<file path="src/rtl/uart_pkg.sv">
// rtl/uart_pkg.sv - shared parity-mode codes and transmit state encoding for the UART framer
package uart_pkg;

  localparam logic [2:0] PAR_NONE  = 3'd0;
  localparam logic [2:0] PAR_EVEN  = 3'd1;
  localparam logic [2:0] PAR_ODD   = 3'd2;
  localparam logic [2:0] PAR_MARK  = 3'd3;
  localparam logic [2:0] PAR_SPACE = 3'd4;

  typedef enum logic [2:0] {
    ST_IDLE,
    ST_START,
    ST_DATA,
    ST_PARITY,
    ST_STOP
  } tx_state_t;

  // Codes 5..7 fall outside the legal range and behave exactly like PAR_NONE.
  function automatic logic parity_enabled(input logic [2:0] mode);
    return (mode >= PAR_EVEN) && (mode <= PAR_SPACE);
  endfunction

endpackage

</file>
<file path="src/rtl/uart_parity_gen.sv">
// rtl/uart_parity_gen.sv - combinational parity value for a data word under the selected mode
module uart_parity_gen
  import uart_pkg::*;
#(
  parameter int DATA_W = 8
) (
  input  logic [DATA_W-1:0] data,
  input  logic [2:0]        mode,
  output logic              parity
);

  always_comb begin
    parity = 1'b0;
    case (mode)
      PAR_EVEN: parity = ^data;
      PAR_ODD:  parity = ~^data;
      PAR_MARK: parity = 1'b1;
      default:  parity = 1'b0;
    endcase
  end

endmodule

</file>
<file path="src/rtl/uart_tx_framer.sv">
// rtl/uart_tx_framer.sv - UART transmit framer: start, DATA_W data bits LSB first, optional parity, 1 or 2 stops
module uart_tx_framer
  import uart_pkg::*;
#(
  parameter int DATA_W       = 8,
  parameter int CLKS_PER_BIT = 868
) (
  input  logic              clk,
  input  logic              reset,
  input  logic [DATA_W-1:0] tx_data,
  input  logic              tx_valid,
  output logic              tx_ready,
  input  logic [2:0]        parity_mode,
  input  logic              two_stop,
  output logic              tx,
  output logic              busy,
  output logic              parity_bit
);

  localparam int TIMER_W = $clog2(CLKS_PER_BIT);
  localparam int IDX_W   = $clog2(DATA_W);
  localparam logic [TIMER_W-1:0] TIMER_MAX = TIMER_W'(CLKS_PER_BIT - 1);
  localparam logic [IDX_W-1:0]   IDX_LAST  = IDX_W'(DATA_W - 1);

  if (DATA_W < 5 || DATA_W > 9) begin : g_bad_data_w
    $error("uart_tx_framer: DATA_W must be in 5..9");
  end
  if (CLKS_PER_BIT < 2) begin : g_bad_clks_per_bit
    $error("uart_tx_framer: CLKS_PER_BIT must be >= 2");
  end

  tx_state_t           state_q, state_d;
  logic [TIMER_W-1:0]  timer_q, timer_d;
  logic [IDX_W-1:0]    idx_q, idx_d;
  logic                stop_q, stop_d;
  logic [DATA_W-1:0]   data_q, data_d;
  logic                tx_q, tx_d;
  logic [2:0]          mode_q;
  logic                two_stop_q;
  logic                parity_q;
  logic                parity_next;
  logic                accept;
  logic                timer_done;

  assign accept     = tx_valid && (state_q == ST_IDLE);
  assign timer_done = (timer_q == '0);

  uart_parity_gen #(.DATA_W(DATA_W)) u_parity (
    .data   (tx_data),
    .mode   (parity_mode),
    .parity (parity_next)
  );

  always_ff @(posedge clk or posedge reset) begin
    if (reset) state_q <= ST_IDLE;
    else       state_q <= state_d;
  end

  // data_q is a shift register: the next bit to send is always at bit 0.
  always_comb begin
    state_d = state_q;
    timer_d = timer_done ? timer_q : timer_q - 1'b1;
    idx_d   = idx_q;
    stop_d  = stop_q;
    data_d  = data_q;
    tx_d    = tx_q;
    case (state_q)
      ST_IDLE: begin
        tx_d = 1'b1;
        if (tx_valid) begin
          state_d = ST_START;
          tx_d    = 1'b0;
          timer_d = TIMER_MAX;
          data_d  = tx_data;
          idx_d   = '0;
          stop_d  = 1'b0;
        end
      end
      ST_START: begin
        if (timer_done) begin
          state_d = ST_DATA;
          tx_d    = data_q[0];
          data_d  = data_q >> 1;
          timer_d = TIMER_MAX;
        end
      end
      ST_DATA: begin
        if (timer_done) begin
          timer_d = TIMER_MAX;
          if (idx_q == IDX_LAST) begin
            if (parity_enabled(mode_q)) begin
              state_d = ST_PARITY;
              tx_d    = parity_q;
            end else begin
              state_d = ST_STOP;
              tx_d    = 1'b1;
            end
          end else begin
            idx_d  = idx_q + 1'b1;
            tx_d   = data_q[0];
            data_d = data_q >> 1;
          end
        end
      end
      ST_PARITY: begin
        if (timer_done) begin
          state_d = ST_STOP;
          tx_d    = 1'b1;
          timer_d = TIMER_MAX;
        end
      end
      ST_STOP: begin
        if (timer_done) begin
          if (two_stop_q && !stop_q) begin
            stop_d  = 1'b1;
            timer_d = TIMER_MAX;
          end else begin
            state_d = ST_IDLE;
            tx_d    = 1'b1;
          end
        end
      end
      default: begin
        state_d = ST_IDLE;
        tx_d    = 1'b1;
      end
    endcase
  end

  always_ff @(posedge clk or posedge reset) begin
    if (reset) begin
      timer_q    <= '0;
      idx_q      <= '0;
      stop_q     <= 1'b0;
      data_q     <= '0;
      tx_q       <= 1'b1;
      mode_q     <= PAR_NONE;
      two_stop_q <= 1'b0;
      parity_q   <= 1'b0;
    end else begin
      timer_q <= timer_d;
      idx_q   <= idx_d;
      stop_q  <= stop_d;
      data_q  <= data_d;
      tx_q    <= tx_d;
      if (accept) begin
        mode_q     <= parity_mode;
        two_stop_q <= two_stop;
        parity_q   <= parity_next;
      end
    end
  end

  assign tx_ready   = (state_q == ST_IDLE);
  assign busy       = ~tx_ready;
  assign tx         = tx_q;
  assign parity_bit = parity_q;

endmodule

</file>
<file path="config.mk">
export PLATFORM = sky130hd
export DESIGN_NAME = uart_tx_framer
export DESIGN_NICKNAME = d
export VERILOG_FILES = /design/src/rtl/uart_pkg.sv /design/src/rtl/uart_parity_gen.sv /design/src/rtl/uart_tx_framer.sv
export SDC_FILE = /design/constraint.sdc
export NUM_CORES = 1
export LEC_CHECK = 0
export CORE_MARGIN = 1.5
export CORE_UTILIZATION = 51
export DETAILED_ROUTE_END_ITERATION = 8
export GPL_ROUTABILITY_DRIVEN = 1
export PLACE_DENSITY = 0.76
export RECOVER_POWER = 100
export SYNTH_ARGS = -nofsm -noshare
export SYNTH_HDL_FRONTEND = slang
export SYNTH_HIERARCHICAL = 1
export SYNTH_SLANG_ARGS = --single-unit
export TNS_END_PERCENT = 1
</file>
<file path="constraint.sdc">
create_clock -name clk -period 1.9 [get_ports clk]
set_input_delay 0.285 -clock clk [delete_from_list [all_inputs] [get_ports clk]]
set_output_delay 0.285 -clock clk [all_outputs]
set_load 0.005 [all_outputs]
</file>
==> results by stage, run 1 <==
Status:
- The flow ran to the end, and the final reports show no timing, DRC or antenna violations.

Synth:
- A synthesized cell averages 9.98 um^2.
- The cell area that synthesis handed to floorplanning was 1860 um^2.
- After Yosys synthesis, and, or, nand and nor cells account for 21.2% of the synthesized area.
- After synthesis, the largest family of logic cells by area is simple AND/OR/NAND/NOR gates.
- After synthesis, the share of flip-flops with an asynchronous set or reset is 100%.
- Synthesis handed over a netlist of 186 instances.
- Counting flops and latches in the post-synthesis netlist gives 31.
- The number of nets in the synthesized netlist is 206.
- The xor/xnor cell area share of the yosys netlist is 4.72%.
- The mux contribution to synthesized area is 5.19%.
- The number of synthesized flops with an enable pin is 0.
- Yosys printed 6 warnings.
- The count of unique library cells instantiated by Yosys is 57.
- The sequential-to-total area share from yosys stat is 41.9%.
- The most used flip-flop cell after synthesis is sky130_fd_sc_hd__dfrtp_1.
- The adder-cell share of the synthesized area is 3.37%.
- The synthesized netlist devotes 18.9% of its cell area to compound gates.

Clocking:
- The TritonCTS clock tree is yes.
- The maximum buffer depth of the clock tree is 2.
- The number of H-tree branching levels is 2.
- The clock latency at the later pin of the worst-skew pair is 360 ps.
- The CTS buffer count is 5.
- Clock tree synthesis selected as its root buffer the cell sky130_fd_sc_hd__clkbuf_4.
- The clock drives 31 sinks.
- Clock-pin slew was measured on the worst setup and hold paths at 120 ps.

Worst setup path:
- Data on the critical path is required at its endpoint by 2130 ps.
- The number of buffers and inverters on the critical path is 2.
- In this run the worst setup path terminates at timer_q[0]$_DFF_PP0_.
- Of all nets on the critical path, the largest fanout is 5.
- Counting cells, the worst reg-to-reg path comes to 8.
- Traced cell by cell, the critical path runs through inv_1 > ha_1 > nor3b_4 > and3_4 > inv_2 > ha_4 > o31ai_1 > o21ai_1.
- The capturing point of the worst reg2reg path is timer_q[0]$_DFF_PP0_.
- The critical path's top delay family is simple AND/OR/NAND/NOR gates.
- The start of the worst register-to-register path is timer_q[1]$_DFF_PP0_.
- The flop-to-flop setup slack is 50 ps.
- The critical path runs through a total of 8 cells.
- The startpoint class of the critical path is a flop.
- The critical path is of the reg2reg type.
- The slowest cell on the critical path is sky130_fd_sc_hd__dfrtp_1.
- The category of the worst setup path capture point is a flop.
- The arrival time at the worst endpoint is 2080 ps.
- The worst stage delay on the critical path is 400 ps.
- In this run the worst setup path begins at timer_q[1]$_DFF_PP0_.

GRT:
- The wire length of the first global-routing pass is 7160 um.
- For this run, global-route usage on met3 was measured as 4.29%.
- The largest net degree at the start of global routing is 32.
- met2 is the most crowded layer.
- The via count of the first global-routing pass is 1,602.
- The global routing usage on met2 is 37.2%.
- The global-route congestion overflow total is 0.
- The met1 track utilization from global routing is 28.7%.
- The initial antenna violation count is 0.
- For this run, the total global-route usage over all layers was measured as 22.5%.

Layout:
- The filler-free cell count of the finished design is 277.
- Once layout is complete, the utilization of the core stands at 70.7%.
- The final antenna diode count is 0.
- Leaving out fill and tap cells, the most frequent cells in the layout are sky130_fd_sc_hd__dfrtp_1, sky130_fd_sc_hd__buf_4, sky130_fd_sc_hd__clkdlybuf4s50_1.
- Compared with the post-synthesis result, the final layout area differs by 30.1%.
- Cells with a size suffix above 1 make up 25.1% of the layout.
- The final net count is 250.

Floorplanning:
- The floorplan die area is 4010 um^2.
- The number of rows in the core area is 21.
- The initial cell density of the core is 54.3%.
- The die outline width is 63.3 um.
- The count of boundary I/O pins is 19.
- The vertical extent of the die is 63.3 um.
- The area of the core is 3420 um^2.

STA:
- The count of final max-slew check failures is 0.
- Setup violations remaining at the end of the flow were counted as 0.
- The share of the clock period used by the worst path after layout is 97.6%.
- The transition time at the pin with the least slew margin is 763 ps.
- The final clock skew is 19.3 ps.
- Counting I/O delays and the setup requirement, the final critical path takes 1850 ps.
- The final-report hold violation count is 0.
- The fmax is 539 MHz.
- Setup repair after global routing could not meet its margin everywhere.
- Headroom to the max-slew limit came out at 49.1%.

Route:
- In the routed layout, each cell is associated on average with a via count of 5.95.
- The count of nets left with antenna violations once routing finished came out at 0.
- The final route contains 1,648 vias.
- The first routing iteration left 190 violations.
- The first-pass detailed-route iteration total is 4.
- The final wirelength is 4440 um.
- For this run, design rule violations remaining after detail routing come to 0.
- The mean routed wirelength per cell is 16.0 um.

Power and ir drop:
- For this design the static power due to leakage is 1.05 nW.
- In this run the power density over the cells is 966 nW/um^2.
- The worst voltage drop across the vdd grid is 0.662 mV.

Hold path:
- The worst hold path class is reg2reg.
- The worst hold path stage count is 2.
- In this run the most critical hold path is launched from stop_q$_DFFE_PP0P_.

Placement:
- The half-perimeter wire length of the detailed placement result is 3110 um.
- The routability congestion estimate from global placement is 0.818.
- Port buffering added 18 buffers.
- The total placed cells including tap cells is 263.

Flow run:
- The max-capacitance violation count is 0.
==> metrics by stage <==
step	TNS [ps]	total power [mW]	cell area [um^2]	hold WS (ps)	worst slack (ps)
2_1_floorplan	-85.1	1.46	1880	388	-85.1
3_3_place_gp	-485	1.70	2230	481	-52.7
3_5_place_dp	-1530	1.75	2230	484	-166
4_1_cts	-10.7	2.32	2340	315	-10.7
5_1_grt	-42.7	2.46	2410	523	-17.2
6_report	0	2.33	2410	504	45.6
==> power by group <==
group / total [mW] / internal [mW] / switching [mW]
clock: 0.558 / 0.311 / 0.247
combinational: 0.771 / 0.417 / 0.354
sequential: 1.00 / 0.833 / 0.171
total: 2.33 / 1.56 / 0.772
==> final cells by class <==
type                    count  area [um^2]
multi-input cells         135         1060
fillers                   261         1000
flip-flops and latches     31          781
repair buffers             46          388
well taps                  46         57.6
clock buffers               6         51.3
inverters                  11         41.3
clock inverters             2         35.0
==> kinds of logic after synthesis <==
group                    Yosys count
AO/OA/AOI/OAI                     46
XOR/XNOR                          10
adder cells (fa/ha/maj)            5
buffers and inverters             20
flip-flops                        31
multiplexers                       9
AND/OR/NAND/NOR                   65
==> cells in the mapped netlist, drive strengths merged (3+ instances only) <==
| library cell | number | area, um^2 |
|---|---|---|
| a21oi | 5 | 25.0 |
| a221o | 7 | 70.1 |
| a31oi | 3 | 18.8 |
| and2 | 9 | 56.3 |
| buf | 5 | 31.3 |
| clkbuf | 4 | 15.0 |
| dfrtp | 30 | 751 |
| ha | 5 | 62.6 |
| inv | 10 | 37.5 |
| mux2 | 5 | 56.3 |
| mux2i | 4 | 40.0 |
| nand2 | 9 | 33.8 |
| nand2b | 5 | 31.3 |
| nand3 | 5 | 25.0 |
| nand3b | 3 | 22.5 |
| nor2 | 10 | 37.5 |
| nor3 | 7 | 57.6 |
| o21ai | 5 | 25.0 |
| or2 | 3 | 18.8 |
| xnor2 | 7 | 61.3 |
| xor2 | 3 | 26.3 |
==> flip-flops by register name (all words and copies together), names as in the netlist <==
name,count
state_q,3
idx_q,3
data_q,8
tx,1
parity_bit,1
stop_q,1
two_stop_q,1
mode_q,3
timer_q,10
==> metal layers <==
layer / vias up / share of wire [%]
met1: 815 / 44
met2: 50 / 50
li1: 778 / -
met4: 0 / 0.95
met5: - / 0
met3: 5 / 4.7
==> worst min-delay path, delay by kind of cell, from the launching register on <==
family | cells | cell delay, ps
flip-flops | 1 | 350
AO/OA/AOI/OAI | 2 | 130
==> worst min-delay path by stage <==
| stage | endpoint | slack [ps] |
|---|---|---|
| finish | stop_q$_DFFE_PP0P_ | 500 |
| global route | tx$_DFFE_PP1P_ | 520 |
| CTS | data_q[6]$_DFFE_PP0P_ | 310 |
| detailed placement | stop_q$_DFFE_PP0P_ | 480 |
| global placement | stop_q$_DFFE_PP0P_ | 480 |
| floorplan | data_q[0]$_DFFE_PP0P_ | 390 |
==> timing repair <==
item | in CTS | in global routing
hold buffers | 0 | 0
pin swaps | 0 | 4
setup endpoints to repair | 11 | 14
setup buffers | 0 | 6
resized for setup | 7 | 7
hold endpoints to repair | 0 | 0
Note: power is estimated with default switching activity, not from simulation.
==> run 2, diff against run 1 <==
CORE_MARGIN = 8   (was 1.5)
==> run 2 against run 1 <==
  * Via count is 4.0% lower
  * Core utilization fell by 3.6 points
  * Worst setup slack improved by 1.6 ps
  * Final cell count increased by 0.36%
  * Clock power shrank 20%
  * Critical endpoint is now idx_q[0]$_DFFE_PP0P_
  * Global-route usage decreased by 6.9 points
  * Flip-flop and latch count did not move
==> results by stage, run 2 (synthesized netlist as in run 1, its figures left out) <==
Status:
- The run finished with clean final reports.

Worst setup path:
- The maximum fanout count along the critical path is 5 (unchanged).
- The most critical setup path has its endpoint at idx_q[0]$_DFFE_PP0P_.
- The flop-to-flop setup slack is 50 ps (about the same).
- The critical path is of the reg2reg type.
- The arrival time at the worst endpoint is 2100 ps (+20 ps).
- The capturing point of the worst reg2reg path is idx_q[0]$_DFFE_PP0P_.
- The worst setup path is launched from a flop.
- The critical path startpoint is timer_q[0]$_DFF_PP0_.
- The start of the worst register-to-register path is timer_q[0]$_DFF_PP0_.
- The depth of the worst register-to-register path is 7 (-1).
- The category of the worst setup path capture point is a flop.
- The required arrival time at the worst endpoint is 2150 ps (+20 ps).

Power and ir drop:
- The switching power summed over all nets is 0.739 mW (-4.2%).
- The worst voltage drop across the vdd grid came to 0.515 mV (-22%).
- The power after layout is 2.20 mW (-5.5%).
- The switching part of the total power came to 33.5% (+0.47 points).
- The internal power of the cells is 1.46 mW (-6.2%).
- The ratio of total power to cell area is 919 nW/um^2 (-4.9%).
- The share of total power in combinational logic is 34.2% (+1.2 points).
- The sequential power share is 45.4% (+2.4 points).
- The leakage component of the power is 1.05 nW (about the same).
- The clock share of power is 20.3% (-3.6 points).

Layout:
- The flip-flop count of the largest register, all copies and words added is 10 (unchanged).
- The filler-free cell count of the finished design is 278 (+0.36%).
- Leaving out fill and tap cells, the most frequent cells in the layout are sky130_fd_sc_hd__dfrtp_1, sky130_fd_sc_hd__buf_4, sky130_fd_sc_hd__clkdlybuf4s50_1.
- The most common cell after layout, fill and taps aside is sky130_fd_sc_hd__dfrtp_1.
- The area growth from synthesis to layout is 29.3%.
- The final net count is 249 (-0.40%).
- The register with the highest flop count is timer_q.
- The post-route cell area is 2400 um^2 (-0.62%).
- In the final layout, the registers with the most flip-flops are timer_q: 10 flops, data_q: 8 flops.
- The final antenna diode count is 0 (unchanged).
- The share of post-route cells with drive strength above 1 is 24.8% (-0.33 points).

Placement:
- The instance area at placement came to 2230 um^2 (+0.11%).
- The worst slack after detailed placement came to -128 ps (+37.5 ps).
- The total placed cells including tap cells is 265 (+0.76%).
- The routability congestion estimate from global placement is 0.817 (about the same).
- The half-perimeter wire length of the detailed placement result is 3190 um (+2.3%).
- The number of input and output port buffers inserted is 18 (unchanged).

Clocking:
- The clock latency at the later pin of the worst-skew pair was 340 ps (-20 ps).
- The number of sinks handled by clock tree synthesis was 31 (unchanged).
- The number of H-tree branching levels is 2 (unchanged).
- The CTS clock-pin slew for the worst setup and hold paths is 110 ps (about the same).
- The maximum buffer depth of the clock tree is 2 (unchanged).
- The root buffer cell is sky130_fd_sc_hd__clkbuf_4.
- The number of buffers inserted for hold repair after clock tree synthesis was 0 (unchanged).
- The CTS buffer count came to 5 (unchanged).
- TritonCTS built the clock tree.

STA:
- The smallest hold slack is 510 ps (+6.61 ps).
- The final clock skew is 17.2 ps (-2.16 ps).
- The total of endpoints with negative setup slack in the final report is 0 (unchanged).
- The share of the clock period used by the worst path after layout is 97.5% (about the same).
- The transition time at the pin with the least slew margin is 759 ps (-4.46 ps).
- The relative max-transition margin is 49.4% (+0.30 points).
- The final-report hold violation count is 0 (unchanged).
- Setup repair after global routing could not meet its margin everywhere.
- The setup slack after layout is 47.2 ps (+1.57 ps).
- The minimum period implied by the final worst setup slack is 1850 ps (-1.57 ps).
- The count of final max-slew check failures was 0 (unchanged).
- The fmax is 540 MHz (about the same).

Floorplanning:
- The initial cell density of the core is 51.9% (-2.5 points).
- The count of boundary I/O pins is 19 (unchanged).
- The area of the core was 3580 um^2 (+4.8%).
- The number of rows in the core area is 22 (+4.8%).
- The vertical extent of the die came to 76.3 um (+21%).
- The die outline width is 76.3 um (+21%).
- The floorplan die area is 5820 um^2 (+45%).

Route:
- The via count normalized by instance count is 5.69 (-4.4%).
- The DRC marker count from the first detailed-route iteration is 71 (-63%).
- The final wirelength is 4270 um (-4.0%).
- The first-pass detailed-route iteration total is 4 (unchanged).
- The remaining routing DRC violations is 0 (unchanged).
- The number of routed nets with antenna violations is 0 (unchanged).
- The via count is 1,582 (-4.0%).
- The mean routed wirelength per cell came to 15.3 um (-4.3%).

GRT:
- The wire length of the first global-routing pass is 7540 um (+5.4%).
- The via count of the first global-routing pass is 1,657 (+3.4%).
- The initial antenna violation count came to 0 (unchanged).
- The largest net degree at the start of global routing was 32 (unchanged).
- The overall routing resource usage is 15.6% (-6.9 points).
- The global-route congestion overflow total is 0 (unchanged).

Hold path:
- The worst hold path class is reg2reg.

Flow run:
- The max-capacitance violation count is 0 (unchanged).
-- run 2: worst min-delay path by stage --
stage | startpoint | endpoint | cells after the start
floorplan | reset | data_q[0]$_DFFE_PP0P_ | 1
global placement | data_q[7]$_DFFE_PP0P_ | data_q[6]$_DFFE_PP0P_ | 1
detailed placement | stop_q$_DFFE_PP0P_ | stop_q$_DFFE_PP0P_ | 2
CTS | reset | timer_q[6]$_DFF_PP0_ | 3
global route | data_q[7]$_DFFE_PP0P_ | data_q[6]$_DFFE_PP0P_ | 1
finish | stop_q$_DFFE_PP0P_ | stop_q$_DFFE_PP0P_ | 2
-- run 2: stage by stage --
step           util [%]  TNS, ps
3_3_place_gp       62.4     -432
5_1_grt            67.0    -47.2
3_5_place_dp       62.4     -988
6_report           67.0        0
4_1_cts            65.2    -8.81
2_1_floorplan         -    -85.1
-- run 2: power by group through the flow --
stage / clock network, mW / registers [mW] / logic [mW]
finish: 0.448 / 1.00 / 0.755
global route: 0.497 / 1.03 / 0.856
CTS: 0.466 / 1.00 / 0.749
detailed placement: 0 / 1.01 / 0.745
global placement: 0 / 0.996 / 0.713
floorplan: 0 / 0.983 / 0.473
-- run 2: metal layers --
layer | up-vias | part of all wire [%] | global-route usage [%]
met5 | - | 0 | 0
met4 | 0 | 1.8 | 6.92
met3 | 10 | 3.6 | 3.77
met2 | 34 | 51 | 27.1
met1 | 761 | 43 | 17.5
li1 | 777 | - | -
-- run 2: repair_timing --
item | 4_1_cts | 5_1_grt
resized for setup | 7 | 11
setup endpoints to repair | 11 | 14
pin swaps | 0 | 8
setup buffers | 1 | 4
-- run 2: critical path, cell delays in order, from the launching register on --
cell and delay (ps):
sky130_fd_sc_hd__dfrtp_1 380, sky130_fd_sc_hd__inv_1 80, sky130_fd_sc_hd__ha_1 150, sky130_fd_sc_hd__nor3b_4 200
sky130_fd_sc_hd__and3_4 270, sky130_fd_sc_hd__inv_2 80, sky130_fd_sc_hd__or4_4 440, sky130_fd_sc_hd__mux2i_1 180
-- run 2: layout make-up --
| class | count | area, um^2 |
|---|---|---|
| Inverter | 11 | 41.3 |
| Timing Repair Buffer | 45 | 383 |
| Fill cell | 278 | 1180 |
| Sequential cell | 31 | 781 |
| Multi-Input combinational cell | 135 | 1060 |
| Tap cell | 48 | 60.1 |
| Clock inverter | 1 | 7.51 |
| Clock buffer | 7 | 65.1 |
==> run 3, diff against run 2 <==
CORE_MARGIN = 5   (was 8)
CORE_UTILIZATION = 50   (was 51)
CTS_CLUSTER_SIZE = 16   (was default)
PLACE_DENSITY = 0.74   (was 0.76)
==> run 3 against run 2 <==
  * Critical path depth decreased by 1
  * Clock skew decreased by 9.2 ps
  * First-iteration DRC count decreased by 7.0%
==> results by stage, run 3 (synthesized netlist as in run 1, its figures left out) <==
Status:
- The flow ran to the end, and the final reports show no timing, DRC or antenna violations.

STA:
- The total of endpoints with negative setup slack in the final report is 0 (unchanged).
- The transition time at the pin with the least slew margin is 785 ps (+26.1 ps).
- The count of final max-slew check failures is 0 (unchanged).
- The fmax is 534 MHz (-0.99%).
- Setup repair after global routing could not meet its margin everywhere.
- The setup slack after layout is 28.6 ps (-18.6 ps).
- The final-report hold violation count was 0 (unchanged).
- The final clock skew was 7.96 ps (-9.20 ps).
- The smallest hold slack is 502 ps (-8.43 ps).
- The minimum period implied by the final worst setup slack came to 1870 ps (+18.6 ps).
- The accumulated negative setup slack is 0 ps (unchanged).
- The relative max-transition margin is 47.7% (-1.7 points).
- The share of the clock period used by the worst path after layout is 98.5% (+0.98 points).

Layout:
- The flip-flop count of the largest register, all copies and words added is 10 (unchanged).
- The utilization after layout is 65.6% (-1.5 points).
- More flip-flops sit in one register than any other, and that register is timer_q.
- The share of post-route cells with drive strength above 1 is 22.5% (-2.3 points).
- The number of fill cells is 294 (+5.8%).
- The largest registers in the layout are timer_q: 10 flops, data_q: 8 flops.
- The final net count came to 246 (-1.2%).
- The library cells used most frequently in the layout, excluding fill and tap cells, are sky130_fd_sc_hd__dfrtp_1, sky130_fd_sc_hd__buf_4, sky130_fd_sc_hd__clkdlybuf4s50_1.
- The post-route cell area is 2380 um^2 (-0.68%).
- The multi-input logic area was 1060 um^2 (-0.24%).
- The final antenna diode count is 0 (unchanged).
- The area occupied by registers was 779 um^2 (-0.16%).
- The filler-free cell count of the finished design came to 275 (-1.1%).
- The most common cell after layout, fill and taps aside is sky130_fd_sc_hd__dfrtp_1.
- The area growth from synthesis to layout is 28.4%.

Worst setup path:
- Traced cell by cell, the critical path runs through ha_1 > ha_1 > or2_2 > o32ai_4 > o21ai_2 > a221o_1.
- The worst setup path is captured at a flop.
- The worst stage delay on the critical path is 380 ps (-60 ps).
- The startpoint identified for the worst register-to-register timing path is idx_q[0]$_DFFE_PP0P_.
- The slowest cell on the critical path is sky130_fd_sc_hd__dfrtp_1.
- The maximum fanout count along the critical path was 8 (+3).
- The category of the critical setup timing path is reg2reg.
- The depth of the worst register-to-register path came to 6 (-1).
- The required arrival time at the worst endpoint is 2070 ps (-80 ps).
- The flop-to-flop setup slack is 30 ps (-20 ps).
- The arrival time at the worst endpoint is 2040 ps (-60 ps).
- The startpoint class of the critical path is a flop.
- In this run the critical register-to-register path is captured at data_q[3]$_DFFE_PP0P_.
- The cell that appears most often on the critical path is sky130_fd_sc_hd__ha_1.

Clocking:
- The TritonCTS clock tree is yes.
- The clock latency at the later pin of the worst-skew pair came to 290 ps (-50 ps).
- The CTS buffer count is 5 (unchanged).
- The CTS clock-pin slew for the worst setup and hold paths was 70 ps (-40 ps).
- The root buffer cell is sky130_fd_sc_hd__clkbuf_8.
- The number of sinks handled by clock tree synthesis was 31 (unchanged).
- The number of H-tree branching levels is 2 (unchanged).
- The maximum buffer depth of the clock tree is 2 (unchanged).

Floorplanning:
- The number of rows in the core area is 22 (unchanged).
- The floorplan die area is 5030 um^2 (-14%).
- The area of the core is 3630 um^2 (+1.5%).
- The die outline width is 70.9 um (-7.1%).
- The initial cell density of the core was 51.1% (-0.79 points).
- The vertical extent of the die was 70.9 um (-7.1%).
- The count of boundary I/O pins is 19 (unchanged).

Hold path:
- The worst hold path stage count is 2 (unchanged).
- The destination of the worst hold path is stop_q$_DFFE_PP0P_.
- The worst hold path class is reg2reg.
- The startpoint identified for the worst hold timing path is stop_q$_DFFE_PP0P_.

Route:
- The highest metal layer with signal wires is met4.
- The via count came to 1,563 (-1.2%).
- The routed metal-1 wirelength is 1850 um (about the same).
- The final wirelength was 4200 um (-1.5%).
- The via count normalized by instance count came to 5.68 (-0.12%).
- The detailed route wirelength on metal2 is 2200 um (+0.73%).
- The routed length on met3 is 108 um (-30%).
- The DRC marker count from the first detailed-route iteration came to 66 (-7.0%).
- The first-pass detailed-route iteration total is 4 (unchanged).
- The remaining routing DRC violations is 0 (unchanged).
- The mean routed wirelength per cell is 15.3 um (-0.38%).
- The number of routed nets with antenna violations is 0 (unchanged).

GRT:
- The largest net degree at the start of global routing was 32 (unchanged).
- The overall routing resource usage is 17.3% (+1.7 points).
- The via count of the first global-routing pass is 1,544 (-6.8%).
- The initial antenna violation count is 0 (unchanged).
- The global-route congestion overflow total is 0 (unchanged).
- The wire length of the first global-routing pass is 6960 um (-7.7%).

Power and ir drop:
- The power after layout came to 2.28 mW (+3.4%).
- The leakage component of the power was 1.02 nW (-2.3%).
- The ratio of total power to cell area came to 957 nW/um^2 (+4.1%).
- The worst voltage drop across the vdd grid came to 0.607 mV (+18%).

Placement:
- The half-perimeter wire length of the detailed placement result is 3160 um (-0.84%).
- The worst slack after detailed placement is -136 ps (-7.79 ps).
- The number of input and output port buffers inserted is 18 (unchanged).
- The instance area at placement is 2240 um^2 (+0.34%).
- The total placed cells including tap cells is 266 (+0.38%).
- The routability congestion estimate from global placement is 0.771 (-5.7%).

Flow run:
- The max-capacitance violation count came to 0 (unchanged).
## run 3: metal layers
| metal | vias up | track usage (%) |
|---|---|---|
| li1 | 767 | - |
| met1 | 763 | 20.5 |
| met2 | 28 | 30.9 |
| met3 | 5 | 3.41 |
| met4 | 0 | 6.26 |
| met5 | - | 0 |
## run 3: critical path, delay by kind of cell, from the launching register on
kind	cells	cell delay [ps]
adder cells (fa/ha/maj)	2	380
AO/OA/AOI/OAI	3	700
AND/OR/NAND/NOR	1	300
flip-flops	1	380
## run 3: repair_timing
action                                  in CTS  in global routing
resized for setup                            3                  8
pin swaps                                    0                  2
endpoints found under the setup margin      13                 14
setup buffers                                0                  1
hold buffers                                 0                  0
## run 3: cell type report
class	count	share of cell area (%)
clock buffer	6	3.05
clock inverter	2	0.525
inverter	11	1.73
multi-input combinational	135	44.4
sequential	31	32.7
tap	48	2.52
timing repair buffer	42	15.0
## run 3: how the worst max path moves through the flow
stage,startpoint,to,slack (ps)
6_report,idx_q[0]$_DFFE_PP0P_,data_q[3]$_DFFE_PP0P_,30
5_1_grt,idx_q[0]$_DFFE_PP0P_,data_q[0]$_DFFE_PP0P_,-80
4_1_cts,state_q[2]$_DFFE_PP0P_,busy,-8
3_5_place_dp,tx_valid,data_q[3]$_DFFE_PP0P_,-140
3_3_place_gp,tx_valid,data_q[4]$_DFFE_PP0P_,-60
2_1_floorplan,timer_q[0]$_DFF_PP0_,timer_q[0]$_DFF_PP0_,-90
## run 3: power breakdown
part           switching, mW  internal (mW)  total [mW]
Combinational          0.347          0.422       0.768
Clock                  0.254          0.256       0.509
Sequential             0.167          0.835        1.00
Total                  0.767           1.51        2.28
